`config.mk`:
```
export PLATFORM = sky130hd
export DESIGN_NAME = phase1_control_fsm_flat
export DESIGN_NICKNAME = d
export VERILOG_FILES = /design/src/rtl/phase1_control_fsm_if.sv /design/src/rtl/phase1_control_fsm.sv /design/src/flat_wrapper.sv
export SDC_FILE = /design/constraint.sdc
export NUM_CORES = 1
export LEC_CHECK = 0
export BUFFER_PORTS_ARGS = -buffer_cell sky130_fd_sc_hd__clkbuf_2
export CORE_UTILIZATION = 55
export DETAILED_ROUTE_END_ITERATION = 6
export PLACE_DENSITY = 0.8
export SLEW_MARGIN = 10
export SYNTH_ARGS = -nofsm -noshare
export SYNTH_HDL_FRONTEND = slang
export SYNTH_SLANG_ARGS = --single-unit
```
`constraint.sdc`:
```
create_clock -name CLK -period 3.1 [get_ports CLK]
set_input_delay 0.93 -clock CLK [delete_from_list [all_inputs] [get_ports CLK]]
set_output_delay 0.93 -clock CLK [all_outputs]
set_load 0.005 [all_outputs]
```
`src/rtl/phase1_control_fsm_if.sv`:
```
// Control bundle between the Phase1 sequencer and the
// IR / PC / accumulator / data-memory datapath.
//
// Signals:
//   Opcode    IR[15:12] of the latched instruction
//   Zero      accumulator == 0 flag
//   MemReady  data-memory access complete this cycle
//   PCSelect  PC mux select (0 PC+1, 1 branch, 2 jr, 3 jump)
//   PCWrite, IRWrite, AccWrite, AccSrcMem, MemRead,
//   MemWrite, LinkWrite  datapath strobes
//   Halted, BusErr, State, InstrCount  status / debug
//
// Modports:
//   master  the sequencer (drives controls, reads flags)
//   slave   the datapath side
interface phase1_control_fsm_if #(
  parameter int COUNT_WIDTH = 16
);

  logic [3:0]             Opcode;
  logic                   Zero;
  logic                   MemReady;
  logic [1:0]             PCSelect;
  logic                   PCWrite;
  logic                   IRWrite;
  logic                   AccWrite;
  logic                   AccSrcMem;
  logic                   MemRead;
  logic                   MemWrite;
  logic                   LinkWrite;
  logic                   Halted;
  logic                   BusErr;
  logic [2:0]             State;
  logic [COUNT_WIDTH-1:0] InstrCount;

  modport master (
    input  Opcode,
    input  Zero,
    input  MemReady,
    output PCSelect,
    output PCWrite,
    output IRWrite,
    output AccWrite,
    output AccSrcMem,
    output MemRead,
    output MemWrite,
    output LinkWrite,
    output Halted,
    output BusErr,
    output State,
    output InstrCount
  );

  modport slave (
    output Opcode,
    output Zero,
    output MemReady,
    input  PCSelect,
    input  PCWrite,
    input  IRWrite,
    input  AccWrite,
    input  AccSrcMem,
    input  MemRead,
    input  MemWrite,
    input  LinkWrite,
    input  Halted,
    input  BusErr,
    input  State,
    input  InstrCount
  );

endinterface

```
`src/rtl/phase1_control_fsm.sv`:
```
// Phase1 multi-cycle control sequencer for the accumulator core.
// Walks each instruction through FETCH/DECODE/EXEC/MEM/WB/JUMP.
//
// Ports:
//   CLK      rising-edge clock
//   Reset_n  synchronous active-low reset
//   Step     (STEP_MODE_EN only) single-step gate for FETCH
//   bus      phase1_control_fsm_if.master control bundle
//
// Optional feature: define STEP_MODE_EN to add the Step input;
// the FSM then idles in FETCH until Step is sampled high.
module phase1_control_fsm #(
  parameter int COUNT_WIDTH = 16,
  parameter int MEM_TIMEOUT = 15
) (
  input  logic CLK,
  input  logic Reset_n,
`ifdef STEP_MODE_EN
  input  logic Step,
`endif
  phase1_control_fsm_if.master bus
);

  typedef enum logic [2:0] {
    S_FETCH  = 3'd0,
    S_DECODE = 3'd1,
    S_EXEC   = 3'd2,
    S_MEM    = 3'd3,
    S_WB     = 3'd4,
    S_JUMP   = 3'd5,
    S_HALT   = 3'd6
  } state_t;

  localparam logic [3:0] OP_ALU   = 4'h0;
  localparam logic [3:0] OP_LOAD  = 4'h1;
  localparam logic [3:0] OP_STORE = 4'h2;
  localparam logic [3:0] OP_BEQZ  = 4'h3;
  localparam logic [3:0] OP_BNEZ  = 4'h4;
  localparam logic [3:0] OP_J     = 4'h5;
  localparam logic [3:0] OP_JR    = 4'h6;
  localparam logic [3:0] OP_JAL   = 4'h7;
  localparam logic [3:0] OP_HALT  = 4'hA;

  localparam logic [7:0] TMO = 8'(MEM_TIMEOUT);

  localparam logic [COUNT_WIDTH-1:0] CNT_ONE = COUNT_WIDTH'(1);

  state_t                 state_q, state_d;
  logic [7:0]             wait_q, wait_d;
  logic                   berr_q, berr_d;
  logic [COUNT_WIDTH-1:0] cnt_q, cnt_d;
  logic                   retire;

  logic fetch_go;
  logic is_alu;
  logic is_ld;
  logic is_st;
  logic is_mem;
  logic is_jmp;
  logic is_hlt;
  logic in_rst;

`ifdef STEP_MODE_EN
  assign fetch_go = Step;
`else
  assign fetch_go = 1'b1;
`endif

  assign in_rst = ~Reset_n;

  // Opcode class flags; IR is stable from DECODE onward.
  assign is_alu = (bus.Opcode == OP_ALU);
  assign is_ld  = (bus.Opcode == OP_LOAD);
  assign is_st  = (bus.Opcode == OP_STORE);
  assign is_mem = is_ld | is_st;
  assign is_jmp = (bus.Opcode == OP_BEQZ) |
                  (bus.Opcode == OP_BNEZ) |
                  (bus.Opcode == OP_J)    |
                  (bus.Opcode == OP_JR)   |
                  (bus.Opcode == OP_JAL);
  assign is_hlt = (bus.Opcode == OP_HALT);

  // Next-state, wait counter and bus-error logic.
  always_comb begin
    state_d = state_q;
    wait_d  = wait_q;
    berr_d  = berr_q;
    retire  = 1'b0;
    case (state_q)
      S_FETCH: begin
        if (fetch_go) begin
          state_d = S_DECODE;
        end
      end
      S_DECODE: begin
        unique case (1'b1)
          is_alu: state_d = S_EXEC;
          is_mem: state_d = S_MEM;
          is_jmp: state_d = S_JUMP;
          is_hlt: state_d = S_HALT;
          default: begin
            // Illegal opcode retires as a NOP.
            state_d = S_FETCH;
            retire  = 1'b1;
          end
        endcase
      end
      S_EXEC: begin
        state_d = S_WB;
      end
      S_MEM: begin
        if (bus.MemReady) begin
          wait_d = '0;
          if (is_ld) begin
            state_d = S_WB;
          end else begin
            state_d = S_FETCH;
            retire  = 1'b1;
          end
        end else if (wait_q + 8'd1 == TMO) begin
          // Timed-out access is abandoned, not retired.
          wait_d  = '0;
          berr_d  = 1'b1;
          state_d = S_FETCH;
        end else begin
          wait_d = wait_q + 8'd1;
        end
      end
      S_WB: begin
        state_d = S_FETCH;
        retire  = 1'b1;
      end
      S_JUMP: begin
        state_d = S_FETCH;
        retire  = 1'b1;
      end
      S_HALT: begin
        state_d = S_HALT;
      end
      default: begin
        state_d = S_FETCH;
      end
    endcase
  end

  // Saturating retired-instruction counter.
  always_comb begin
    cnt_d = cnt_q;
    if (retire && !(&cnt_q)) begin
      cnt_d = cnt_q + CNT_ONE;
    end
  end

  always_ff @(posedge CLK) begin
    if (!Reset_n) begin
      state_q <= S_FETCH;
      wait_q  <= '0;
      berr_q  <= 1'b0;
      cnt_q   <= '0;
    end else begin
      state_q <= state_d;
      wait_q  <= wait_d;
      berr_q  <= berr_d;
      cnt_q   <= cnt_d;
    end
  end

  // Output decode from the registered state.
  logic [1:0] pc_sel;
  logic       pc_wr;
  logic       ir_wr;
  logic       acc_wr;
  logic       acc_src;
  logic       mem_rd;
  logic       mem_wr;
  logic       link_wr;
  logic       halted;

  always_comb begin
    pc_sel  = 2'd0;
    pc_wr   = 1'b0;
    ir_wr   = 1'b0;
    acc_wr  = 1'b0;
    acc_src = 1'b0;
    mem_rd  = 1'b0;
    mem_wr  = 1'b0;
    link_wr = 1'b0;
    halted  = 1'b0;
    case (state_q)
      S_FETCH: begin
        if (fetch_go) begin
          ir_wr = 1'b1;
          pc_wr = 1'b1;
        end
      end
      S_MEM: begin
        mem_rd = is_ld;
        mem_wr = is_st;
      end
      S_WB: begin
        acc_wr  = 1'b1;
        acc_src = is_ld;
      end
      S_JUMP: begin
        case (bus.Opcode)
          OP_BEQZ: begin
            pc_sel = 2'd1;
            pc_wr  = bus.Zero;
          end
          OP_BNEZ: begin
            pc_sel = 2'd1;
            pc_wr  = ~bus.Zero;
          end
          OP_J: begin
            pc_sel = 2'd3;
            pc_wr  = 1'b1;
          end
          OP_JR: begin
            pc_sel = 2'd2;
            pc_wr  = 1'b1;
          end
          OP_JAL: begin
            pc_sel  = 2'd3;
            pc_wr   = 1'b1;
            link_wr = 1'b1;
          end
          default: begin
            pc_sel = 2'd0;
          end
        endcase
      end
      S_HALT: begin
        halted = 1'b1;
      end
      default: begin
        halted = 1'b0;
      end
    endcase
  end

  // Held reset forces every output quiet, even in FETCH.
  assign bus.PCSelect   = in_rst ? 2'd0 : pc_sel;
  assign bus.PCWrite    = pc_wr   & ~in_rst;
  assign bus.IRWrite    = ir_wr   & ~in_rst;
  assign bus.AccWrite   = acc_wr  & ~in_rst;
  assign bus.AccSrcMem  = acc_src & ~in_rst;
  assign bus.MemRead    = mem_rd  & ~in_rst;
  assign bus.MemWrite   = mem_wr  & ~in_rst;
  assign bus.LinkWrite  = link_wr & ~in_rst;
  assign bus.Halted     = halted  & ~in_rst;
  assign bus.BusErr     = berr_q  & ~in_rst;
  assign bus.State      = in_rst ? 3'd0 : state_q;
  assign bus.InstrCount = in_rst ? '0 : cnt_q;

endmodule
```
`src/flat_wrapper.sv`:
```
// flat-port wrapper written by rule: the top's interface ports become plain ports
module phase1_control_fsm_flat 
#(
  parameter int COUNT_WIDTH = 16,
  parameter int MEM_TIMEOUT = 15
)
  (CLK, Reset_n, bus_Opcode, bus_Zero, bus_MemReady, bus_PCSelect, bus_PCWrite, bus_IRWrite, bus_AccWrite, bus_AccSrcMem, bus_MemRead, bus_MemWrite, bus_LinkWrite, bus_Halted, bus_BusErr, bus_State, bus_InstrCount);
  phase1_control_fsm_if #(.COUNT_WIDTH(COUNT_WIDTH)) bus_i ();
  input  logic CLK;
  input  logic Reset_n;
  input wire logic [$bits(bus_i.Opcode)-1:0] bus_Opcode;
  input wire logic [$bits(bus_i.Zero)-1:0] bus_Zero;
  input wire logic [$bits(bus_i.MemReady)-1:0] bus_MemReady;
  output wire logic [$bits(bus_i.PCSelect)-1:0] bus_PCSelect;
  output wire logic [$bits(bus_i.PCWrite)-1:0] bus_PCWrite;
  output wire logic [$bits(bus_i.IRWrite)-1:0] bus_IRWrite;
  output wire logic [$bits(bus_i.AccWrite)-1:0] bus_AccWrite;
  output wire logic [$bits(bus_i.AccSrcMem)-1:0] bus_AccSrcMem;
  output wire logic [$bits(bus_i.MemRead)-1:0] bus_MemRead;
  output wire logic [$bits(bus_i.MemWrite)-1:0] bus_MemWrite;
  output wire logic [$bits(bus_i.LinkWrite)-1:0] bus_LinkWrite;
  output wire logic [$bits(bus_i.Halted)-1:0] bus_Halted;
  output wire logic [$bits(bus_i.BusErr)-1:0] bus_BusErr;
  output wire logic [$bits(bus_i.State)-1:0] bus_State;
  output wire logic [$bits(bus_i.InstrCount)-1:0] bus_InstrCount;
  assign bus_i.Opcode = bus_Opcode;
  assign bus_i.Zero = bus_Zero;
  assign bus_i.MemReady = bus_MemReady;
  assign bus_PCSelect = bus_i.PCSelect;
  assign bus_PCWrite = bus_i.PCWrite;
  assign bus_IRWrite = bus_i.IRWrite;
  assign bus_AccWrite = bus_i.AccWrite;
  assign bus_AccSrcMem = bus_i.AccSrcMem;
  assign bus_MemRead = bus_i.MemRead;
  assign bus_MemWrite = bus_i.MemWrite;
  assign bus_LinkWrite = bus_i.LinkWrite;
  assign bus_Halted = bus_i.Halted;
  assign bus_BusErr = bus_i.BusErr;
  assign bus_State = bus_i.State;
  assign bus_InstrCount = bus_i.InstrCount;
  phase1_control_fsm #(.COUNT_WIDTH(COUNT_WIDTH), .MEM_TIMEOUT(MEM_TIMEOUT)) u_core (.CLK(CLK), .Reset_n(Reset_n), .bus(bus_i));
endmodule
```
==> results of run 1 <==
==> worst max-delay path: cells and delay by family <==
family / cells / cell delay [ns]
buf+inv: 2 / 0.32
simple gates: 4 / 0.70
==> cells in the mapped netlist, drive strengths merged, types with 5 or more instances <==
cell type,n
dfxtp,28
nand2,20
nor2,20
and2,18
a21oi,14
nand3,10
o21ai,10
inv,9
nand4,9
buf,8
nor3,8
mux2,7
o31ai,7
or4,7
clkbuf,5
==> logic make-up after synthesis <==
kind of cell	after synthesis	share of synthesized area
AO/OA/AOI/OAI	47	0.169
flip-flops	28	0.300
AND/OR/NAND/NOR	124	0.393
adder cells (fa/ha/maj)	3	0.0201
multiplexers	7	0.0422
XOR/XNOR	2	0.00938
buffers and inverters	24	0.0656
==> final cells by class <==
cell class                 instances  area share
clock buffer                       3      0.0106
clock inverter                     1      0.0142
inverter                          10      0.0177
multi-input combinational        183       0.562
sequential                        28       0.264
tap                               44      0.0260
timing repair buffer              42       0.105
==> per-layer routing <==
| layer | share of wire | routed length, µm |
|---|---|---|
| met1 | 0.49 | 1990 |
| met2 | 0.46 | 1880 |
| met3 | 0.033 | 133 |
| met4 | 0.011 | 46 |
| met5 | 0 | 0 |
==> power breakdown <==
group	internal (mW)	switching [mW]
Clock	0.131	0.117
Combinational	0.0348	0.0610
Sequential	0.367	0.00886
Total	0.532	0.186
==> stage by stage <==
step	utilization	hold WS, ns	setup WS [ns]	power (mW)	std cells
after floorplan	-	0.429	0.267	0.454	235
after global placement	0.659	0.446	0.147	0.477	307
after detailed placement	0.659	0.462	0.109	0.479	307
after CTS	0.676	0.496	0.0920	0.723	311
after global routing	0.678	0.516	0.0614	0.751	311
final	0.678	0.496	0.208	0.719	311
==> flip-flops by register name (all words and copies together) (netlist names) <==
| register | flops |
|---|---|
| u_core.cnt_q | 16 |
| u_core.wait_q | 8 |
| u_core.state_q | 3 |
| u_core.berr_q | 1 |
==> how the worst max path moves through the flow <==
| stage | cells after the start | slack [ns] | from | endpoint |
|---|---|---|---|---|
| after global placement | 5 | 0.15 | Reset_n | bus_PCSelect[0] |
| after CTS | 6 | 0.09 | Reset_n | bus_PCSelect[1] |
| after global routing | 6 | 0.06 | Reset_n | bus_PCSelect[1] |
| after detailed placement | 6 | 0.11 | Reset_n | bus_PCSelect[1] |
| after floorplan | 4 | 0.27 | Reset_n | bus_MemWrite |
| final | 6 | 0.21 | Reset_n | bus_PCSelect[1] |
==> impl_metrics.ini, run 1 <==
[run_status]
outcome = complete, no violations

[clock_network]
hold_buffers = 0
clk-insertion-delay-late_ns = 0.34
cts_max_path_buffers = 2
cts_num_sinks = 28
cts_tree = yes
cts_max_level = 1
cts-root-buf = clkbuf_4
cts.repair.resized = 0
cts_buffers = 3
path_clk_slew_ns = 0.15
postCtsSetupBuffers = 0

[critical_path]
crit_chain = clkbuf_2 > nand2_1 > nor4b_2 > nand2_1 > nor2_1 > clkbuf_2
worstReg2RegStart = u_core.cnt_q[0]$_SDFFE_PN0P_
worstPathRequired_ns = 2.17
r2r_setup_slack_ns = 1.16
crit_path_start_kind = primary input
ff2ff_path_depth = 6
worst_path_max_delay_cell = nor4b_2
cp.arrival_ns = 1.96
crit_path_max_fanout = 12
crit_type = in2out
slowest_delay_ns = 0.32
timing.rr.end = u_core.cnt_q[3]$_SDFFE_PN0P_
setup.worst_path.end_class = output port

[layout]
syn2layout_area_growth_pct = 13.5
fill_cells = 292
diodes = 0
final_cell_mix = clkbuf_2, dfxtp_1, nor2_1, nand2_1, and2_1
final_common_cell = clkbuf_2
multi_input_area_um2 = 1190
drive_above_1_share = 0.213
regArea_um2 = 561
fin_area_um2 = 2120
fin_nets = 279

[timing]
tns_ns = 0
skew_ns = 0.00561
rsz0062_at_grt = no
worstMarginPinSlew_ns = 0.370
setup_viol = 0
fmax_mhz = 346
hold_viol = 0
slew_violations = 0
timing.final.crit_period_ns = 2.89
relSlewSlack = 0.753
fin_crit_sh = 0.933

[global_route]
antenna_found_initial = 0
grt_use_met1 = 0.316
grt_max_degree = 19
grt_remaining_overflow = 0
grt_use_met3 = 0.0325
grt.busiest_layer = met2
use_met2 = 0.392
grt_util_all_layers = 0.237
grt_pass1_vias = 1508
grt_pass1_wl_um = 6540

[floorplanning]
core-area_um2 = 3130
boundaryPins = 38
start_util = 0.597
rows = 20
fp.dieW_um = 60.3
die_area_um2 = 3630
die_h_um = 60.3

[yosys]
syn_inst = 235
synth_top_area_share = 0.300
synth_enable_flop_cells = 0
syn_area_per_cell_um2 = 7.95
async_flop_share = 0
synth_warnings = 0
synth-seq-cells = 28
synth-seq-area-share = 0.300
yosysTopAreaCell = dfxtp_1
netlist_area_um2 = 1870
synth_area_leaders = dfxtp_1, and2_1, mux2_1
synthFlopType = dfxtp_1
synth_nets = 246
synth.distinct_cells = 53

[detailed_routing]
drt_first_pass_iters = 4
drc_errors = 0
final_antenna_net_count = 0
wire_per_inst_um = 13.0
drt-vias-per-instance = 5.81
wirelength_um = 4050
vias = 1806
drt_iter0_drc = 94

[place]
portBuffers = 37
gp_congestion = 0.843
placed_area_um2 = 2060
dp_hpwl_um = 2910

[hold_path]
whs_path_depth = 2
min_to = u_core.berr_q$_SDFFE_PN0P_
hp-class = reg2reg
worstHoldStart = u_core.berr_q$_SDFFE_PN0P_

[run]
cap_violations = 0

[pwr]
power_per_cell_area_nw_per_um2 = 339
p_leak_nw = 0.873
ir_drop_v = 0.000193
(Power assumes the default switching activity.)
==> run 2, diff against run 1 <==
- CAP_MARGIN: default -> 0
- CORE_ASPECT_RATIO: default -> 1.5
- SETUP_SLACK_MARGIN: default -> 0.4
==> impl_metrics.ini, run 2 (same netlist as run 1, synthesis figures left out) <==
[floorplanning]
die_h_um = 73.4
die_area_um2 = 3640
boundaryPins = 38
rows = 25
core-area_um2 = 3190
fp.dieW_um = 49.6
start_util = 0.585

[layout]
top_register = u_core.cnt_q
drive_above_1_share = 0.240
final_common_cell = clkbuf_2
fin_area_um2 = 2190
largestRegisters = u_core.cnt_q (16), u_core.wait_q (8), u_core.state_q (3)
diodes = 0
fin_nets = 279
largest_reg_flops = 16
final_cell_mix = clkbuf_2, dfxtp_1, nor2_1, nand2_1, and2_1
syn2layout_area_growth_pct = 17.2

[critical_path]
crit_type = in2out
ff2ff_path_depth = 6
crit_family = simple AND/OR/NAND/NOR gates
crit_path_start_kind = primary input
setup.worst_path.end_class = output port
cp.arrival_ns = 1.78
r2r_setup_slack_ns = 1.21
path_buf_inv = 2
slowest_delay_ns = 0.30
worst_path_max_delay_cell = nor4b_4
worstPathRequired_ns = 2.17
worstReg2RegStart = u_core.cnt_q[0]$_SDFFE_PN0P_
crit_chain = buf_8 > nand2_4 > nor4b_4 > nand2_1 > nor2_1 > buf_2
timing.rr.end = u_core.cnt_q[3]$_SDFFE_PN0P_
crit_path_max_fanout = 3

[global_route]
grt_max_degree = 27
grt_pass1_vias = 1649
grt_util_all_layers = 0.240
grt_remaining_overflow = 0
antenna_found_initial = 0
grt_pass1_wl_um = 7000

[hold_path]
min_to = u_core.berr_q$_SDFFE_PN0P_
worstHoldStart = u_core.berr_q$_SDFFE_PN0P_
whs_path_depth = 2
hp-class = reg2reg

[detailed_routing]
final_antenna_net_count = 0
wirelength_um = 4210
met2WireLength_um = 2250
drt_iter0_drc = 57
wl_met1_um = 1800
top_layer = met4
drc_errors = 0
drt-vias-per-instance = 5.93
drt_first_pass_iters = 4
vias = 1819
route.met3.wl_um = 134
wire_per_inst_um = 13.7

[timing]
slew_violations = 0
tns_ns = 0
rsz0062_at_grt = yes
fin_crit_sh = 0.875
setup_ws_ns = 0.387
hold_viol = 0
fmax_mhz = 369
setup_viol = 0
timing.final.crit_period_ns = 2.71
skew_ns = 0.00683
relSlewSlack = 0.711
worstMarginPinSlew_ns = 0.434

[pwr]
p_leak_nw = 0.905
power_per_cell_area_nw_per_um2 = 321
ir_drop_v = 0.000248

[clock_network]
cts_max_level = 1
path_clk_slew_ns = 0.09
cts_tree = yes
cts_num_sinks = 28
cts_buffers = 3
clk-insertion-delay-late_ns = 0.27
cts-root-buf = clkbuf_8
hold_buffers = 0
cts_max_path_buffers = 2

[place]
dpl_worst_slack_ns = 0.278
gp_congestion = 0.797
placed_area_um2 = 2040
dp_hpwl_um = 2940
portBuffers = 37

[run]
cap_violations = 0

[run_status]
outcome = complete, no violations
[run 2: cell type report]
cell class,instances,area [µm²]
Sequential cell,28,563
Clock buffer,4,55.1
Multi-Input combinational cell,183,1230
Timing Repair Buffer,42,254
Inverter,10,38.8
Tap cell,40,50.0
Fill cell,271,1000
[run 2: worst register-to-register path, cell delays in order (launching register included)]
cell     delay, ns
dfxtp_1       0.37
ha_1          0.27
and3_1        0.19
nand4_1       0.10
nand3_2       0.27
nor3_1        0.25
mux2_1        0.34
[run 2: per-layer routing]
| layer | GRT usage | vias to the layer above |
|---|---|---|
| met2 | 0.449 | 35 |
| met1 | 0.276 | 864 |
| met3 | 0.0269 | 2 |
| met5 | 0 | - |
| li1 | - | 918 |
| met4 | 0.0825 | 0 |
[run 2: power by group]
| group | leakage, nW | switching [mW] | total, mW | internal, mW |
|---|---|---|---|---|
| Clock | 0.0288 | 0.111 | 0.225 | 0.114 |
| Combinational | 0.650 | 0.0601 | 0.0984 | 0.0383 |
| Sequential | 0.227 | 0.0136 | 0.380 | 0.366 |
[run 2: worst max path at each step]
stage / end / slack [ns] / startpoint / cells past startpoint
after global routing: bus_PCSelect[1] / 0.30 / Reset_n / 6
after global placement: bus_MemWrite / 0.30 / bus_Opcode[2] / 4
after detailed placement: bus_MemWrite / 0.28 / bus_Opcode[2] / 4
after floorplan: bus_PCSelect[0] / 0.45 / Reset_n / 4
final: bus_PCSelect[1] / 0.39 / Reset_n / 6
after CTS: bus_PCSelect[1] / 0.40 / Reset_n / 6
[run 2: timing repair]
action,in CTS,in global routing
buffers inserted,2,1
endpoints found under the setup margin,6,7
gates resized for setup,10,17
hold endpoints to repair,0,0
pin swaps,5,5
[run 2: per-stage QoR]
stage	power (mW)	instances	hold slack, ns	utilization
after CTS	0.701	306	0.485	0.673
final	0.703	307	0.476	0.686
after floorplan	0.455	235	0.429	-
after global routing	0.736	307	0.523	0.686
after global placement	0.474	300	0.452	0.640
after detailed placement	0.475	300	0.459	0.640
